==> src/rtl/disable_timing_pkg.sv <==
// Shared types and default parameters for the disable-timing capture/checker stage.
package disable_timing_pkg;

    // Default synchronizer depth; two flops is the minimum for metastability settling.
    localparam int unsigned SYNC_STAGES_DEF = 2;
    // Default number of compare cycles per run.
    localparam int unsigned WINDOW_DEF      = 256;
    // Default width of the error and edge counters.
    localparam int unsigned CNT_W_DEF       = 16;

    // Run controller states.
    typedef enum logic [1:0] {
        StIdle = 2'd0,
        StFill = 2'd1,
        StRun  = 2'd2,
        StDone = 2'd3
    } state_e;

endpackage

==> src/rtl/disable_timing_capture_if.sv <==
// Handshake/bus bundle for the capture stage: run control, sampled taps and results.
interface disable_timing_capture_if
    import disable_timing_pkg::*;
#(
    parameter int unsigned CNT_W = CNT_W_DEF
) ();

    logic             start;
    logic             d_in_1;
    logic             d_in_2;
    logic             y_comb;
    logic             q_reg;
    logic             busy;
    logic             done;
    logic             sticky_err;
    logic [CNT_W-1:0] err_cnt;
    logic [CNT_W-1:0] edge_cnt;

    // Driver side: issues start and presents the tapped signals.
    modport master (
        output start,
        output d_in_1,
        output d_in_2,
        output y_comb,
        output q_reg,
        input  busy,
        input  done,
        input  sticky_err,
        input  err_cnt,
        input  edge_cnt
    );

    // Checker side: the capture stage itself.
    modport slave (
        input  start,
        input  d_in_1,
        input  d_in_2,
        input  y_comb,
        input  q_reg,
        output busy,
        output done,
        output sticky_err,
        output err_cnt,
        output edge_cnt
    );

endinterface

==> src/rtl/sync_chain.sv <==
// N-stage single-bit synchronizer with asynchronous active-low reset.
module sync_chain #(
    parameter int unsigned Stages = 2
) (
    input  logic clk,
    input  logic rst_n,
    input  logic d_i,
    output logic q_o
);

    logic [Stages-1:0] sync_q;

    // Shift the sampled input through the flop chain; reset clears every stage.
    always_ff @(posedge clk or negedge rst_n) begin
        if (!rst_n) begin
            sync_q <= '0;
        end else begin
            sync_q <= {sync_q[Stages-2:0], d_i};
        end
    end

    assign q_o = sync_q[Stages-1];

endmodule

==> src/rtl/disable_timing_capture.sv <==
// Downstream capture/checker for the disable-timing benchmark. Synchronizes the
// AND output, the registered output and both data taps, then over a fixed window
// counts functional mismatches and rising edges of the synchronized AND output.
module disable_timing_capture
    import disable_timing_pkg::*;
#(
    parameter int unsigned SYNC_STAGES = SYNC_STAGES_DEF,
    parameter int unsigned WINDOW      = WINDOW_DEF,
    parameter int unsigned CNT_W       = CNT_W_DEF
) (
    input logic                     clk,
    input logic                     rst_n,
    disable_timing_capture_if.slave cap_io
);

    localparam int unsigned    WinW     = $clog2(WINDOW + 1);
    localparam int unsigned    FillW    = $clog2(SYNC_STAGES + 1);
    localparam logic [WinW-1:0]  WinLast  = WinW'(WINDOW - 1);
    localparam logic [FillW-1:0] FillLast = FillW'(SYNC_STAGES - 1);
    localparam logic [CNT_W-1:0] CntMax   = '1;

    // Synchronized copies of every sampled input.
    logic a_s;
    logic b_s;
    logic y_s;
    logic q_s;

    // History of the previous synchronized a and y.
    logic a_p_q;
    logic y_p_q;

    state_e           state_q, state_d;
    logic [FillW-1:0] fill_q, fill_d;
    logic [WinW-1:0]  win_q, win_d;
    logic [CNT_W-1:0] err_cnt_q, err_cnt_d;
    logic [CNT_W-1:0] edge_cnt_q, edge_cnt_d;
    logic             sticky_q, sticky_d;

    logic mismatch;
    logic rise;

    sync_chain #(.Stages(SYNC_STAGES)) u_sync_a (
        .clk   (clk),
        .rst_n (rst_n),
        .d_i   (cap_io.d_in_1),
        .q_o   (a_s)
    );

    sync_chain #(.Stages(SYNC_STAGES)) u_sync_b (
        .clk   (clk),
        .rst_n (rst_n),
        .d_i   (cap_io.d_in_2),
        .q_o   (b_s)
    );

    sync_chain #(.Stages(SYNC_STAGES)) u_sync_y (
        .clk   (clk),
        .rst_n (rst_n),
        .d_i   (cap_io.y_comb),
        .q_o   (y_s)
    );

    sync_chain #(.Stages(SYNC_STAGES)) u_sync_q (
        .clk   (clk),
        .rst_n (rst_n),
        .d_i   (cap_io.q_reg),
        .q_o   (q_s)
    );

    // History flops run freely; FILL guarantees they hold in-run data by the first compare.
    always_ff @(posedge clk or negedge rst_n) begin
        if (!rst_n) begin
            a_p_q <= 1'b0;
            y_p_q <= 1'b0;
        end else begin
            a_p_q <= a_s;
            y_p_q <= y_s;
        end
    end

    // AND result must match the synchronized inputs; the register must echo last cycle's a.
    assign mismatch = (y_s != (a_s & b_s)) || (q_s != a_p_q);
    assign rise     = y_s & ~y_p_q;

    // Next-state logic for the run controller, window/fill counters and result counters.
    always_comb begin
        state_d    = state_q;
        fill_d     = fill_q;
        win_d      = win_q;
        err_cnt_d  = err_cnt_q;
        edge_cnt_d = edge_cnt_q;
        sticky_d   = sticky_q;

        unique case (state_q)
            StIdle, StDone: begin
                if (cap_io.start) begin
                    state_d    = StFill;
                    fill_d     = '0;
                    win_d      = '0;
                    err_cnt_d  = '0;
                    edge_cnt_d = '0;
                    sticky_d   = 1'b0;
                end
            end
            StFill: begin
                // start is deliberately ignored here and in RUN.
                if (fill_q == FillLast) begin
                    state_d = StRun;
                end else begin
                    fill_d = fill_q + FillW'(1);
                end
            end
            StRun: begin
                if (mismatch) begin
                    sticky_d = 1'b1;
                    if (err_cnt_q != CntMax) begin
                        err_cnt_d = err_cnt_q + CNT_W'(1);
                    end
                end
                if (rise && (edge_cnt_q != CntMax)) begin
                    edge_cnt_d = edge_cnt_q + CNT_W'(1);
                end
                win_d = win_q + WinW'(1);
                if (win_q == WinLast) begin
                    state_d = StDone;
                end
            end
            default: begin
                state_d = StIdle;
            end
        endcase
    end

    // State and counter registers; reset is valid at any time, including mid-run.
    always_ff @(posedge clk or negedge rst_n) begin
        if (!rst_n) begin
            state_q    <= StIdle;
            fill_q     <= '0;
            win_q      <= '0;
            err_cnt_q  <= '0;
            edge_cnt_q <= '0;
            sticky_q   <= 1'b0;
        end else begin
            state_q    <= state_d;
            fill_q     <= fill_d;
            win_q      <= win_d;
            err_cnt_q  <= err_cnt_d;
            edge_cnt_q <= edge_cnt_d;
            sticky_q   <= sticky_d;
        end
    end

    // Outputs come straight from registers so no input reaches an output combinationally.
    assign cap_io.busy       = (state_q == StFill) || (state_q == StRun);
    assign cap_io.done       = (state_q == StDone);
    assign cap_io.sticky_err = sticky_q;
    assign cap_io.err_cnt    = err_cnt_q;
    assign cap_io.edge_cnt   = edge_cnt_q;

endmodule

==> src/flat_wrapper.sv <==
// flat-port wrapper written by rule: the top's interface ports become plain ports
module disable_timing_capture_flat import disable_timing_pkg::*;
#(
    parameter int unsigned SYNC_STAGES = SYNC_STAGES_DEF,
    parameter int unsigned WINDOW      = WINDOW_DEF,
    parameter int unsigned CNT_W       = CNT_W_DEF
)
  (clk, rst_n, cap_io_start, cap_io_d_in_1, cap_io_d_in_2, cap_io_y_comb, cap_io_q_reg, cap_io_busy, cap_io_done, cap_io_sticky_err, cap_io_err_cnt, cap_io_edge_cnt);
  disable_timing_capture_if #(.CNT_W(CNT_W)) cap_io_i ();
  input logic clk;
  input logic rst_n;
  input wire logic [$bits(cap_io_i.start)-1:0] cap_io_start;
  input wire logic [$bits(cap_io_i.d_in_1)-1:0] cap_io_d_in_1;
  input wire logic [$bits(cap_io_i.d_in_2)-1:0] cap_io_d_in_2;
  input wire logic [$bits(cap_io_i.y_comb)-1:0] cap_io_y_comb;
  input wire logic [$bits(cap_io_i.q_reg)-1:0] cap_io_q_reg;
  output wire logic [$bits(cap_io_i.busy)-1:0] cap_io_busy;
  output wire logic [$bits(cap_io_i.done)-1:0] cap_io_done;
  output wire logic [$bits(cap_io_i.sticky_err)-1:0] cap_io_sticky_err;
  output wire logic [$bits(cap_io_i.err_cnt)-1:0] cap_io_err_cnt;
  output wire logic [$bits(cap_io_i.edge_cnt)-1:0] cap_io_edge_cnt;
  assign cap_io_i.start = cap_io_start;
  assign cap_io_i.d_in_1 = cap_io_d_in_1;
  assign cap_io_i.d_in_2 = cap_io_d_in_2;
  assign cap_io_i.y_comb = cap_io_y_comb;
  assign cap_io_i.q_reg = cap_io_q_reg;
  assign cap_io_busy = cap_io_i.busy;
  assign cap_io_done = cap_io_i.done;
  assign cap_io_sticky_err = cap_io_i.sticky_err;
  assign cap_io_err_cnt = cap_io_i.err_cnt;
  assign cap_io_edge_cnt = cap_io_i.edge_cnt;
  disable_timing_capture #(.SYNC_STAGES(SYNC_STAGES), .WINDOW(WINDOW), .CNT_W(CNT_W)) u_core (.clk(clk), .rst_n(rst_n), .cap_io(cap_io_i));
endmodule
==> config.mk <==
export PLATFORM = sky130hd
export DESIGN_NAME = disable_timing_capture_flat
export DESIGN_NICKNAME = d
export VERILOG_FILES = /design/src/rtl/disable_timing_pkg.sv /design/src/rtl/disable_timing_capture_if.sv /design/src/rtl/sync_chain.sv /design/src/rtl/disable_timing_capture.sv /design/src/flat_wrapper.sv
export SDC_FILE = /design/constraint.sdc
export NUM_CORES = 1
export LEC_CHECK = 0
export CORE_MARGIN = 5
export CORE_UTILIZATION = 55
export DETAILED_ROUTE_END_ITERATION = 10
export DONT_BUFFER_PORTS = 1
export GPL_TIMING_DRIVEN = 0
export MAX_ROUTING_LAYER = met4
export PLACE_DENSITY = 0.78
export SKIP_CTS_REPAIR_TIMING = 1
export SYNTH_ARGS = -nofsm -noshare
export SYNTH_HDL_FRONTEND = slang
export SYNTH_SLANG_ARGS = --single-unit
export TNS_END_PERCENT = 10
==> constraint.sdc <==
create_clock -name clk -period 6.3 [get_ports clk]
set_clock_uncertainty 0.2 [all_clocks]
set_input_delay 0.945 -clock clk [delete_from_list [all_inputs] [get_ports clk]]
set_output_delay 0.945 -clock clk [all_outputs]
set_load 0.005 [all_outputs]
======== Yosys cells after proc, flatten, opt, wreduce, memory -nomap -nowiden ========
Cells that the tools add are included.
word-level totals
  register bits after elaboration ......... 56
  bits of input ports ..................... 7
  output and inout port bits .............. 35
  logic and storage cells ................. 66
operators by class
  add/subtract/negate cells ............... 4
  equality and inequality tests ........... 16
  multiplexer cells ....................... 18
  bitwise gates (word level) .............. 3
  reductions and logical operators ........ 13
operators with widths
  kind                                                    count
  two-way mux 16 bit                                      4
  case mux 16 bit (2 select lines)                        2
  adder 16 x 1 -> 16 bit (second input constant)          2
  inequality test 16 bit (second input constant)          2
  case mux 9 bit (2 select lines)                         1
  AND reduction 3 bit                                     4
  two-way mux 2 bit                                       5
  inequality test 2 x 1 -> 1 bit (second input constant)  5
  adder 9 x 1 -> 9 bit (second input constant)            1
  == test 9 x 8 -> 1 bit (second input constant)          1
  two-way mux 9 bit                                       1
  case mux 2 bit (3 select lines)                         1
  == test 2 x 1 -> 1 bit (second input constant)          2
  == test 2 bit (second input constant)                   2
  inequality test 2 bit (second input constant)           2
  case mux 2 bit (2 select lines)                         1
  AND reduction 4 bit                                     1
  nonzero test 2 bit                                      2
  adder 2 x 1 -> 2 bit (second input constant)            1
  bitwise AND 1 bit                                       2
  zero test 2 bit                                         1
  logical OR 1 bit                                        2
  two-way mux 1 bit                                       2
  inequality test 1 bit                                   2
  other kinds (5)                                         5

======== Depth between registers and ports, before layout ========
  depth in word-level cells ............... 5
  gate-level depth with buffers ........... 10
  gate-level depth less buffers ........... 7

======== Cells and area by module ========
Synthesis repeated with hierarchy kept, for this count alone.
unflattened totals
  cells, all modules ...................... 294
  area, all modules ....................... 2894.0 um^2
by module, submodules not included
  module                  times used  cells an instance  area an instance (um^2)  seq. area each (um^2)
  disable_timing_capture  1           286                2693.8                   1201.2
  sync_chain              4           2                  50.0                     50.0

======== Worst setup path after synthesis ========
OpenSTA, ideal clock, no wires.
  path type ............................... input-to-reg
  from .................................... input port cap_io_start
  to ...................................... register u_core.edge_cnt_q[9] (netlist: u_core.cap_io.edge_cnt[9])
  setup time .............................. 83 ps
  arrival time ............................ 2070 ps
  required time ........................... 6017 ps
  slack ................................... 3947 ps
  stages on the path ...................... 6
  path buffers ............................ 1
  cells stage by stage .................... nand2b_4 -> or3b_1 -> buf_2 -> a21o_1 -> or3_1 -> o21ai_0
between the ends
  word-level cells in the longest chain between the ends .. 2
ends and longest elaborated chain
  element                          RTL line                       RTL
  start, declared                  flat_wrapper.sv:12             input wire logic [$bits(cap_io_i.start)-1:0] cap_io_start;
  inequality test 2 bit (no line)  --
  AND reduction 3 bit (no line)    --
  end signal, assigned             disable_timing_capture.sv:148  edge_cnt_q <= edge_cnt_d;
  end, declared                    disable_timing_capture.sv:36   logic [CNT_W-1:0] edge_cnt_q, edge_cnt_d;
Every way passes these cells.
A chain may end at the register's enable or synchronous reset.

======== Final worst setup path ========
  from .................................... register u_core.state_q[0]
  to ...................................... register u_core.edge_cnt_q[4] (netlist: u_core.cap_io.edge_cnt[4])
between the ends
  word-level cells in the longest chain between the ends .. 4
  elaborated cells on any way between the ends .. 9
  classes of those cells .................. eq/ne (4); mux (1); reduce/logical (4)
ends and longest elaborated chain
  element                                                                RTL line                       RTL
  start, declared                                                        disable_timing_capture.sv:32   state_e state_q, state_d;
  start signal, assigned                                                 disable_timing_capture.sv:137  state_q <= StIdle;
  start signal, assigned                                                 disable_timing_capture.sv:144  state_q <= state_d;
  == test 2 bit or zero test 2 bit (tied branches)                       disable_timing_capture.sv:94   unique case (state_q)
  OR reduction 2 bit                                                     disable_timing_capture.sv:94
  inequality test 2 bit (no line) or nonzero test 2 bit (tied branches)  --
  AND reduction 3 bit (no line)                                          --
Parallel ways exist; a longest one is shown, timed or not.

==> results.yml <==
status:
  status: "complete, no violations"
route:
  drt_drc_violations_left: 0
  num_vias: 2254
  antenna_left: 0
  drt-initial-drc-count: 101
  vias_per_cell: 5.90
  routedWlPerCell_um: 15.4
  firstDrtPassIters: 4
  drt_wl_total_um: 5880
synthesis:
  ys_types: 52
  yosysWarningCount: 0
  ys_dominant_reg_cell: "dfrtp_1"
  synthesis.area_um2: 2910
  synth_edf_count: 0
  synth-async-reset-ratio_pct: 100
  synthCells: 304
  ys_seq_area_share_pct: 48.1
  synth_nets: 320
  yosys_register_bits: 56
  syn_area_per_cell_um2: 9.58
timing:
  period_share_pct: 40.0
  whs_ps: 119
  slew_headroom_pct: 54.8
  tns_ps: 0
  finalSetupViolCount: 0
  rsz0062_at_grt: "false"
  slew_violations: 0
  fin_ws_ps: 3780
  timing.fmax_mhz: 397
  final-hold-violation-count: 0
  worst_pin_slew_ps: 668
  period_needed_ps: 2520
layout:
  layout_commonest_cell: "dfrtp_1"
  multiInputGateArea_um2: 1390
  regArea_um2: 1400
  stdcell_area_um2: 3090
  diodes: 0
  fill_cells: 458
  area_growth_pct: 6.02
  instances_no_fill: 382
  nets: 327
  final_cell_mix: "dfrtp_1 (56), nand2_1 (35), o21ai_0 (25), nor2_1 (21), nand3_1 (18)"
  drive_above_1_share_pct: 7.69
critical_path:
  required_ps: 6290
  end_kind: "register"
  crit_path_max_fanout: 10
  worst-endpoint-arrival_ps: 2510
  critPathSlowestCell: "dfrtp_1"
  crit_type: "reg -> reg"
  timing.critical_path.mode_cell: "inv_1"
  cp_cell_sequence: "inv_1 > ha_1 > buf_4 > inv_1 > clkbuf_1 > nand3_1 > a31o_2 > buf_6 > o21ai_0 > o31ai_1"
  start_kind: "register"
  cpPeakStageDelay_ps: 430
die:
  io_pins: 42
  die_y_um: 82.8
  coreArea_um2: 5140
  die_w_um: 82.8
  dieArea_um2: 6850
  rows: 26
  start_util_pct: 56.6
clock_network:
  cts_sinks: 56
  clk_latency_ps: 310
  cts_tree: "built"
  cts_made_buffers: 5
  h-tree-depth: 2
  clk_path_buf_depth: 2
  clk_pin_slew_worst_paths_ps: 100
  clock-root-buffer: "clkbuf_8"
power:
  ir_worst_vdd_mv: 0.245
  power.share.switching_pct: 40.2
  p_leak_uw: 0.00135
  clockPowerShare_pct: 17.8
  power_frac_comb_pct: 38.4
  p_switching_uw: 435
  internal_power_uw: 648
  seqPwrFrac_pct: 43.8
  powerDensity_nw_per_um2: 351
place:
  gp_congestion: 0.826
  port_buffers: 0
  post-place-ws_ps: 3790
  placed_area_um2: 3000
  place_inst: 374
  hpwl_um: 4200
global_routing:
  grt-ovfl-total: 0
  grt_pass1_vias: 2165
  grt_max_degree: 57
  grt_pass1_wl_um: 10000
  antenna_found_initial: 0
  gr-usage-all-layers_pct: 19.4
worst_hold_path:
  min_path_type: "in -> async"
run:
  drv_cap: 0
[critical path, delay by kind of cell (launching register included)]
family / cells / cell delay [ps]
AO/OA/AOI/OAI: 3 / 540
adder cells (fa/ha/maj): 1 / 190
buffers and inverters: 5 / 870
flip-flops: 1 / 430
AND/OR/NAND/NOR: 1 / 180
[flip-flops by register name, indices dropped and copies added (netlist names), 2 cells and up]
name	flops
u_core.state_q	2
u_core.cap_io.edge_cnt	16
u_core.cap_io.err_cnt	16
u_core.u_sync_b.sync_q	2
u_core.win_q	9
u_core.u_sync_y.sync_q	2
u_core.fill_q	2
u_core.u_sync_a.sync_q	2
u_core.u_sync_q.sync_q	2
[power by group through the flow]
stage               Combinational [uW]  Clock (uW)  Sequential [uW]
finish                             416         193              474
global route                       475         216              486
CTS                                416         199              474
detailed placement                 414           0              481
global placement                   405           0              480
floorplan                          332           0              464
[routing by layer]
| layer | share of wire (%) | track usage, % | vias to the layer above | wire length [um] |
|---|---|---|---|---|
| li1 | - | - | 1125 | - |
| met1 | 47 | 25.9 | 1074 | 2790 |
| met2 | 45 | 29.4 | 46 | 2670 |
| met3 | 5.9 | 5.21 | 9 | 345 |
| met5 | 0 | - | - | 0 |
| met4 | 1.4 | 5.23 | 0 | 83 |
[cells by family (layout without fill, tap and decap cells)]
| logic type | count (synthesis) | after routing | synth area share (%) |
|---|---|---|---|
| flip-flops | 56 | 56 | 48.1 |
| XOR/XNOR | 5 | 5 | 1.50 |
| buffers and inverters | 26 | 34 | 4.08 |
| adder cells (fa/ha/maj) | 9 | 9 | 3.87 |
| multiplexers | 8 | 8 | 2.84 |
| AO/OA/AOI/OAI | 78 | 78 | 17.7 |
| AND/OR/NAND/NOR | 122 | 122 | 21.8 |
[cell type report]
type | count | share of cell area, %
flip-flops and latches | 56 | 45.4
multi-input cells | 222 | 45.1
clock buffers | 5 | 2.23
well taps | 70 | 2.84
inverters | 15 | 1.82
plain buffers | 11 | 2.03
clock inverters | 3 | 0.608
[final timing paths]
kind,cells after the start,endpoint,slack [ps],start
max,10,u_core.cap_io.edge_cnt[4],3780,u_core.state_q[0]
min,0,u_core.u_sync_b.sync_q[0],120,rst_n
max reg2reg,10,u_core.cap_io.edge_cnt[4],3780,u_core.state_q[0]
min reg2reg,0,u_core.u_sync_y.sync_q[1],160,u_core.u_sync_y.sync_q[0]
max in group asynchronous,0,u_core.cap_io.edge_cnt[0],5670,rst_n
min in group clk,0,u_core.u_sync_y.sync_q[1],160,u_core.u_sync_y.sync_q[0]
[stage by stage]
stage               utilization [%]  total power, uW
finish                         60.1             1080
global route                   60.1             1180
CTS                            60.1             1090
detailed placement             58.3              896
global placement               58.3              885
floorplan                         -              797
[cells in the mapped netlist (all sizes together) (4+ instances only)]
cell type,number,area (um^2)
nor3,6,30.0
nor2,21,78.8
nand2,35,131
nand3,18,90.1
a21oi,14,73.8
buf,6,43.8
o21ai,27,139
a21o,5,37.5
ha,9,113
a22o,9,78.8
xor2,4,35.0
mux2i,6,60.1
inv,15,56.3
and3,8,51.3
clkbuf,5,18.8
nand4,11,68.8
dfrtp,56,1400
or3,6,37.5
No activity file was read; power rests on OpenSTA's default activity.
